[src/rtl/gba_mem_pkg.sv]
// gba_mem_pkg: bus access size encoding, page field location and FSM state type for the memory system
package gba_mem_pkg;

   typedef logic [1:0] mem_size_t;

   localparam mem_size_t MEM_SIZE_BYTE = 2'd0;
   localparam mem_size_t MEM_SIZE_HALF = 2'd1;
   localparam mem_size_t MEM_SIZE_WORD = 2'd2;
   localparam mem_size_t MEM_SIZE_RESR = 2'd3;

   localparam int PAGE_LSB = 24;
   localparam int PAGE_MSB = 27;

   typedef enum logic {WS_IDLE, WS_STALL} ws_state_t;

   // reserved size counts as a word so a following access can still chain onto it
   function automatic logic [2:0] size_bytes(input mem_size_t s);
      return (s == MEM_SIZE_BYTE) ? 3'd1 : (s == MEM_SIZE_HALF) ? 3'd2 : 3'd4;
   endfunction

endpackage

[src/rtl/ws_counter.sv]
// ws_counter: load/decrement wait counter; pause doubles as the stall-cycle enable
module ws_counter
   import gba_mem_pkg::*;
#(
   parameter int CNT_W = 3
) (
   input  logic             clk,
   input  logic             rst_n,
   input  logic             load,
   input  logic [CNT_W-1:0] load_val,
   output logic             pause
);

   ws_state_t        state, state_nx;
   logic [CNT_W-1:0] cnt, cnt_nx;

   // state and count registers, cleared immediately by reset so a stall is cut short
   always_ff @(posedge clk or negedge rst_n) begin
      if (!rst_n) begin
         state <= WS_IDLE;
         cnt   <= '0;
      end else begin
         state <= state_nx;
         cnt   <= cnt_nx;
      end
   end

   // load only from idle (caller never loads while stalled), count down while stalled
   always_comb begin
      cnt_nx   = (state == WS_STALL) ? cnt - CNT_W'(1) : (load ? load_val : cnt);
      state_nx = (state == WS_STALL) ? ((cnt == CNT_W'(1)) ? WS_IDLE : WS_STALL)
                                     : ((load && load_val != '0) ? WS_STALL : WS_IDLE);
   end

   // pause comes straight from the state flop
   always_comb begin
      pause = (state == WS_STALL);
   end

endmodule

[src/rtl/wait_state_ctrl.sv]
// wait_state_ctrl: per-page N/S wait-state generator with read-only write abort; stats counters built only with WAIT_STATE_STATS_EN
module wait_state_ctrl
   import gba_mem_pkg::*;
#(
   parameter int NUM_PAGES      = 16,
   parameter int CNT_W          = 3,
   parameter int SEQ_BOUND_LOG2 = 17
) (
   input  logic                       clk,
   input  logic                       rst_n,
   input  logic                       req,
   input  logic [31:0]                addr,
   input  logic [1:0]                 size,
   input  logic                       write,
   input  logic [NUM_PAGES*CNT_W-1:0] wait_n,
   input  logic [NUM_PAGES*CNT_W-1:0] wait_s,
   input  logic [NUM_PAGES-1:0]       ro_mask,
   output logic                       pause,
   output logic                       abort,
   output logic                       seq,
   output logic                       size_err,
   output logic [31:0]                stall_cnt,
   output logic [31:0]                n_cnt,
   output logic [31:0]                s_cnt
);

   localparam logic [4:0] NP = 5'(NUM_PAGES);

   logic             accept, page_ok, is_seq, chain_v;
   logic [3:0]       page, idx;
   logic [CNT_W-1:0] wcnt;
   logic [31:0]      prev_addr;
   mem_size_t        prev_size;

   // classify the presented access and pick its wait count
   always_comb begin
      accept  = req && !pause;
      page    = addr[PAGE_MSB:PAGE_LSB];
      page_ok = {1'b0, page} < NP;
      idx     = page_ok ? page : '0;
      is_seq  = chain_v && page_ok && (size != MEM_SIZE_RESR)
                && (addr == prev_addr + 32'(size_bytes(prev_size)))
                && (page == prev_addr[PAGE_MSB:PAGE_LSB])
                && (addr[SEQ_BOUND_LOG2-1:0] != '0);
      wcnt    = !page_ok ? '0 : is_seq ? wait_s[int'(idx)*CNT_W +: CNT_W]
                                       : wait_n[int'(idx)*CNT_W +: CNT_W];
   end

   ws_counter #(.CNT_W(CNT_W)) u_cnt (
      .clk      (clk),
      .rst_n    (rst_n),
      .load     (accept),
      .load_val (wcnt),
      .pause    (pause)
   );

   // chain tracking and one-cycle flags; an idle slot with pause low breaks the chain
   always_ff @(posedge clk or negedge rst_n) begin
      if (!rst_n) begin
         chain_v   <= 1'b0;
         prev_addr <= '0;
         prev_size <= MEM_SIZE_BYTE;
         seq       <= 1'b0;
         abort     <= 1'b0;
         size_err  <= 1'b0;
      end else begin
         abort    <= accept && write && page_ok && ro_mask[idx];
         size_err <= accept && (size == MEM_SIZE_RESR);
         if (!pause) chain_v <= req;
         if (accept) begin
            prev_addr <= addr;
            prev_size <= size;
            seq       <= is_seq;
         end
      end
   end

`ifdef WAIT_STATE_STATS_EN
   // saturating statistics counters
   always_ff @(posedge clk or negedge rst_n) begin
      if (!rst_n) begin
         stall_cnt <= '0;
         n_cnt     <= '0;
         s_cnt     <= '0;
      end else begin
         if (pause && stall_cnt != '1) stall_cnt <= stall_cnt + 32'd1;
         if (accept && !is_seq && n_cnt != '1) n_cnt <= n_cnt + 32'd1;
         if (accept && is_seq && s_cnt != '1) s_cnt <= s_cnt + 32'd1;
      end
   end
`else
   assign stall_cnt = '0;
   assign n_cnt     = '0;
   assign s_cnt     = '0;
`endif

endmodule
[config.mk]
export PLATFORM = sky130hd
export DESIGN_NAME = wait_state_ctrl
export DESIGN_NICKNAME = d
export VERILOG_FILES = /design/src/rtl/gba_mem_pkg.sv /design/src/rtl/ws_counter.sv /design/src/rtl/wait_state_ctrl.sv
export SDC_FILE = /design/constraint.sdc
export NUM_CORES = 1
export LEC_CHECK = 0
export CAP_MARGIN = 20
export CORE_MARGIN = 2
export CORE_UTILIZATION = 45
export CTS_CLUSTER_SIZE = 28
export DETAILED_ROUTE_END_ITERATION = 8
export GPL_ROUTABILITY_DRIVEN = 0
export GPL_TIMING_DRIVEN = 0
export PLACE_DENSITY = 0.88
export SLEW_MARGIN = 20
export SYNTH_ARGS = -nofsm -noshare
export SYNTH_HDL_FRONTEND = slang
export SYNTH_SLANG_ARGS = --single-unit
[constraint.sdc]
create_clock -name clk -period 7.8 [get_ports clk]
set_clock_uncertainty 0.15 [all_clocks]
set_input_delay 1.56 -clock clk [delete_from_list [all_inputs] [get_ports clk]]
set_output_delay 1.56 -clock clk [all_outputs]
set_load 0.1 [all_outputs]
==> results of run 1 <==
[placed cells by master, fill, tap and decap left out, drive strengths merged, types with 15 or more instances in the layout]
cell type	Yosys	final
nand2	143	143
clkbuf	20	25
buf	110	112
nor2b	23	23
o21ai	16	16
dfrtp	42	42
a21oi	16	16
xnor2	32	32
conb	1	96
nand4	19	19
nor4	15	15
mux2i	29	29
clkdlybuf4s50	0	149
[per-stage QoR]
stage          hold WS, ps  total power, mW   util  std cells
6_report               349             1.71  0.668       1037
5_1_grt                363             1.82  0.668       1037
3_3_place_gp           319             1.42  0.651       1028
2_1_floorplan          302             1.20      -        738
4_1_cts                349             1.69  0.668       1037
3_5_place_dp           335             1.45  0.653       1029
[worst max-delay path, cell delays in order]
cell and delay [ps]:
clkdlybuf4s50_1 510, xor2_1 300, nand4_1 130, a2111oi_0 820, o32ai_1 200, nor4_2 290, nand4_4 240, buf_6 220
mux2i_1 220, nand2_1 80, a22o_1 200, nor4_2 290, or2_1 150
[power by group through the flow]
stage / registers (mW) / logic (mW) / clock network (mW)
floorplan: 0.412 / 0.785 / 0
global placement: 0.413 / 1.01 / 0
detailed placement: 0.417 / 1.03 / 0
CTS: 0.414 / 1.04 / 0.237
global route: 0.430 / 1.14 / 0.248
finish: 0.419 / 1.06 / 0.236
[flip-flops by register name, indices dropped and copies added (netlist names)]
register / flops
chain_v: 1
size_err: 1
seq: 1
u_cnt.cnt: 3
prev_addr: 32
abort: 1
prev_size: 2
u_cnt.pause: 1
[worst paths after layout]
| path | from | to | slack, ps | cells past startpoint |
|---|---|---|---|---|
| max | addr[18] | u_cnt.cnt[1] | 2660 | 13 |
| min | prev_addr[31] | prev_addr[31] | 350 | 2 |
| max reg2reg | prev_size[1] | u_cnt.cnt[1] | 3320 | 15 |
| min reg2reg | prev_addr[31] | prev_addr[31] | 350 | 2 |
| max in group asynchronous | rst_n | prev_addr[22] | 6020 | 2 |
| min in group asynchronous | rst_n | size_err | 1010 | 1 |
[area by class of cell]
cell class	count	area (um^2)
Sequential cell	42	1050
Timing Repair Buffer	151	1520
Clock buffer	5	125
Buffer	130	883
Tap cell	140	175
Inverter	9	33.8
Fill cell	950	3630
Clock inverter	3	40.0
Multi-Input combinational cell	557	3480
[per-layer routing]
metal,routed length (um),track usage
met1,6360,0.360
met2,8090,0.434
met3,1570,0.0423
met4,406,0.0768
met5,0,0
[logic make-up after synthesis]
family | count (synthesis)
and+or+nand+nor | 270
buffers and inverters | 139
AOI/OAI and AO/OA | 97
xor gates and xnor gates | 44
muxes | 44
DFF | 42
adders and majority gates | 6
other | 1
==> results by group, run 1 <==
Status
  • Status: completed

Power and ir drop
  • Clock power frac: 0.138
  • Sequential group share of total power: 0.245
  • PwrDens: 234 mW/mm^2
  • Leak Pwr: 3.38 nW
  • Logic gate share of total power: 0.617
  • NetSw: 861 uW
  • Pint: 849 uW
  • Switching Share: 0.503
  • Peak VDD IR: 148 uV

CTS
  • Postcts setup bufs: 0
  • CTS Buf Count: 5
  • Root Driver: clkbuf_16
  • Clk sinks: 42
  • Post-CTS Hold Buffers: 0
  • Clk_lat worst skew: 290 ps
  • Longest Clk Path Bufs: 2
  • CTS clk-pin slew, worst paths: 60 ps
  • Post-cts sizing count: 0
  • H-tree depth reported by CTS: 2
  • CTS tree: done

Timing
  • Endpoints failing setup: 0
  • Fin worst setup slack: 2660 ps
  • Unrepaired setup endpoints after global routing: false
  • Worst-Margin Slew: 1010 ps
  • Final period util: 0.659
  • F_max: 0.195 GHz
  • Worst rel slew slack: 0.324
  • Final hold vios: 0
  • Setup TNS: 0 ps
  • Max-slew violations: 0
  • Final min period: 5140 ps

Setup path
  • Critical path capture point type: flop
  • Max FO, Critical Path: 10
  • CP Launch Type: input port
  • Crit Path Class: input port to flop
  • Worst Path Arrival: 5210 ps
  • WP data required: 7870 ps

Final layout
  • Share of cells above drive strength 1: 0.163
  • Area Growth Syn to Fin: 43.5%
  • Number of nets in the layout: 1,052
  • Final instance area: 0.00730 mm^2
  • Antenna cells: 0

Floorplan
  • Boundary Pins: 250
  • Die height: 110 um
  • Die X: 110 um
  • Initial core utilization: 0.465
  • Die ar.: 0.0122 mm^2
  • Core footprint: 0.0109 mm^2
  • FP Rows: 38

Place
  • Post-DP HPWL: 13,700 um
  • Dpl ws: 2540 ps
  • Placed Area: 0.00714 mm^2
  • Port bufs: 150

Detailed routing
  • DR WL/cell: 15.8 um
  • Via/cell ratio: 5.21
  • Pre-antenna DRT Iters: 7
  • DRC viols: 0
  • Drt initial violations: 493
  • Vias: 5,404
  • Post-route ant nets: 0
  • Total Wirelength: 16,400 um

Synth
  • Post-synthesis simple-gate area fraction: 0.280
  • Distinct cells, synth: 71
  • Most used DFF post-synth: dfrtp_1
  • Synthesized area: 0.00509 mm^2
  • Register area share after synthesis: 0.207
  • Synth Area in Compound Gates: 0.133
  • Post-Synth XOR/XNOR Area: 0.0758
  • Synth Warn #: 0
  • Synth area leaders: dfrtp_1 (21%), buf_4 (15%), nand2_1 (11%), mux2i_1 (5.7%), xnor2_1 (5.5%)
  • Yosys top cell area share: 0.207
  • Number of synthesized flops with an enable pin: 0
  • Syn Inst Count: 643
  • Async set or reset register ratio after synthesis: 1.00
  • Mux share of post-synthesis cell area: 0.108
  • Synthesized area per cell: 7.91 um^2
  • Commonest cells post-synth: nand2_1 (143), buf_4 (100), dfrtp_1 (42)
  • Main combinational cell family by area after synthesis: simple AND/OR/NAND/NOR gates
  • Area leader, netlist: dfrtp_1
  • Yosys reg bits: 42
  • Cell with the most instances after synthesis: nand2_1
  • Post-synthesis adder-cell area fraction: 0.0162

Hold path
  • Hold WC Path Type: flop to flop

Global routing
  • Initial antenna violation count: 0
  • Vias in the first global route: 4,916
  • First-pass GRT wire length: 25,000 um
  • Largest net degree at the start of global routing: 31
  • Total gr overflow: 0
  • GRT Overall Usage: 0.265

Run
  • Max-Cap Viols: 0
Note: power is estimated with default switching activity, not from simulation.
==> run 2, diff against run 1 <==
--- a/config.mk
+++ b/config.mk
@@ -7,12 +7,12 @@
 export LEC_CHECK = 0
 export CAP_MARGIN = 20
 export CORE_MARGIN = 2
-export CORE_UTILIZATION = 45
+export CORE_UTILIZATION = 42
 export CTS_CLUSTER_SIZE = 28
 export DETAILED_ROUTE_END_ITERATION = 8
 export GPL_ROUTABILITY_DRIVEN = 0
 export GPL_TIMING_DRIVEN = 0
-export PLACE_DENSITY = 0.88
+export PLACE_DENSITY = 0.83
 export SLEW_MARGIN = 20
 export SYNTH_ARGS = -nofsm -noshare
 export SYNTH_HDL_FRONTEND = slang
==> constraint.sdc (replaced) <==
create_clock -name clk -period 4.87 [get_ports clk]
set_clock_uncertainty 0.15 [all_clocks]
set_input_delay 0.974 -clock clk [delete_from_list [all_inputs] [get_ports clk]]
set_output_delay 0.974 -clock clk [all_outputs]
set_load 0.1 [all_outputs]
==> run 2 against run 1 <==
Wire length up 1.1%. Die area up 6.9%. Total power up 59%. Combinational power up 60%. Largest cell class unchanged.
==> results by group, run 2 (same netlist as run 1, synthesis figures left out) <==
Timing
  • Final hold vios: 0
  • F_max: 0.220 GHz
  • Setup TNS: 0 ps
  • Worst-Margin Slew: 995 ps
  • Final hold slack: 352 ps
  • Worst rel slew slack: 0.334
  • Unrepaired setup endpoints after global routing: false
  • Endpoints failing setup: 0
  • Final min period: 4540 ps
  • Final period util: 0.933
  • Max-slew violations: 0

Detailed routing
  • DR WL/cell: 15.9 um
  • Total Wirelength: 16,600 um
  • DRC viols: 0
  • Vias: 5,353
  • Via/cell ratio: 5.13
  • Drt initial violations: 456
  • Pre-antenna DRT Iters: 6
  • Post-route ant nets: 0

Power and ir drop
  • Design Power: 2.72 mW
  • Switching Share: 0.512
  • Peak VDD IR: 177 uV
  • Logic gate share of total power: 0.625
  • PwrDens: 372 mW/mm^2
  • Pint: 1.32 mW
  • Sequential group share of total power: 0.249
  • Clock power frac: 0.126
  • Leak Pwr: 3.37 nW
  • NetSw: 1.39 mW

CTS
  • CTS Buf Count: 5
  • Longest Clk Path Bufs: 2
  • Clk sinks: 42
  • Post-CTS Hold Buffers: 0
  • Root Driver: clkbuf_16
  • H-tree depth reported by CTS: 2
  • Clk_lat worst skew: 290 ps
  • CTS tree: done
  • Post-cts sizing count: 0
  • CTS clk-pin slew, worst paths: 60 ps
  • Postcts setup bufs: 0

Final layout
  • Share of cells above drive strength 1: 0.162
  • Biggest regs: prev_addr x32, u_cnt.cnt x3, prev_size x2
  • Largest register by flop count: prev_addr
  • Most frequent cells in the layout: clkdlybuf4s50_1 (149), nand2_1 (143), buf_4 (100)
  • Commonest non-fill, non-tap cell in the layout: clkdlybuf4s50_1
  • Area Growth Syn to Fin: 43.3%
  • Number of nets in the layout: 1,052
  • Antenna cells: 0
  • Largest register FFs: 32

Setup path
  • WP data required: 4870 ps
  • CP Buf/Inv Count: 2
  • Crit Path Class: input port to flop
  • CP peak stage delay: 740 ps
  • Worst-path cell chain: clkdlybuf4s50_1, xor2_1, nand4_1, a2111oi_0, o32ai_1, nor4_2, nand4_4, buf_6, mux2_1, a21boi_1, o21ai_1, nand4_1, o211ai_1
  • Worst Path Arrival: 4540 ps
  • Slowest-stage cell, CP: a2111oi_0
  • Crit path top cell by count: nand4_1
  • Max FO, Critical Path: 10
  • Worst path top cell family by delay: compound AO/OA/AOI/OAI gates
  • Critical path capture point type: flop
  • CP Launch Type: input port

Floorplan
  • Die X: 114 um
  • Core footprint: 0.0119 mm^2
  • Boundary Pins: 250
  • Die height: 114 um
  • FP Rows: 40
  • Initial core utilization: 0.427
  • Die ar.: 0.0130 mm^2

Global routing
  • GRT Overall Usage: 0.246
  • Initial antenna violation count: 0
  • Vias in the first global route: 4,966
  • Largest net degree at the start of global routing: 27
  • Total gr overflow: 0
  • First-pass GRT wire length: 25,300 um

Status
  • Status: completed

Hold path
  • Hold WC Path Type: flop to flop

Place
  • Post-DP HPWL: 13,600 um
  • Port bufs: 150

Run
  • Max-Cap Viols: 0
run 2: cell count changes in the layout (fill, tap and decap cells not counted), sizes merged:
cell | previous run | this run
clkinv | 2 | 1
bufinv | 1 | 0
clkbuf | 25 | 27
run 2: path summary, 6_finish.rpt:
path	start	to	slack, ps	cells past startpoint
min	prev_addr[31]	prev_addr[31]	350	2
max reg2reg	prev_size[1]	u_cnt.cnt[2]	410	15
min reg2reg	prev_addr[31]	prev_addr[31]	350	2
max in group asynchronous	rst_n	chain_v	3610	2
max	addr[18]	u_cnt.cnt[2]	330	13
min in group asynchronous	rst_n	prev_addr[2]	470	1
run 2: cell type report:
cell class              instances  area [um^2]
well taps                     147          184
inverters                       9         33.8
flip-flops and latches         42         1050
fillers                      1074         4620
repair buffers                151         1520
multi-input cells             557         3480
plain buffers                 130          883
clock buffers                   7          143
clock inverters                 1         5.00
run 2: routing by layer:
layer | part of all wire | up-vias | track usage | wire [um]
met5 | 0 | - | 0 | 0
met4 | 0.017 | 0 | 0.0537 | 286
met3 | 0.087 | 26 | 0.0482 | 1450
met2 | 0.50 | 292 | 0.427 | 8270
met1 | 0.40 | 2463 | 0.319 | 6600
li1 | - | 2572 | - | -
run 2: power by group through the flow:
stage          combinational (mW)  sequential (mW)  clock (mW)
2_1_floorplan                1.26            0.660           0
3_3_place_gp                 1.62            0.664           0
3_5_place_dp                 1.65            0.672           0
4_1_cts                      1.67            0.668       0.340
5_1_grt                      1.82            0.696       0.356
6_report                     1.70            0.677       0.342
run 2: worst min-delay path, stage by stage (launching register included):
cell     delay [ps]
dfrtp_1         360
nand2_1          50
nand2_1          60
run 2: metrics by stage:
step / instance area, um^2 / worst slack, ps / utilization / std cells
floorplan: 5440 / 1240 / - / 738
global placement: 7130 / 209 / 0.599 / 1035
CTS: 7290 / 388 / 0.612 / 1044
detailed placement: 7140 / 147 / 0.600 / 1036
finish: 7290 / 327 / 0.612 / 1044
global route: 7290 / 51.3 / 0.612 / 1044
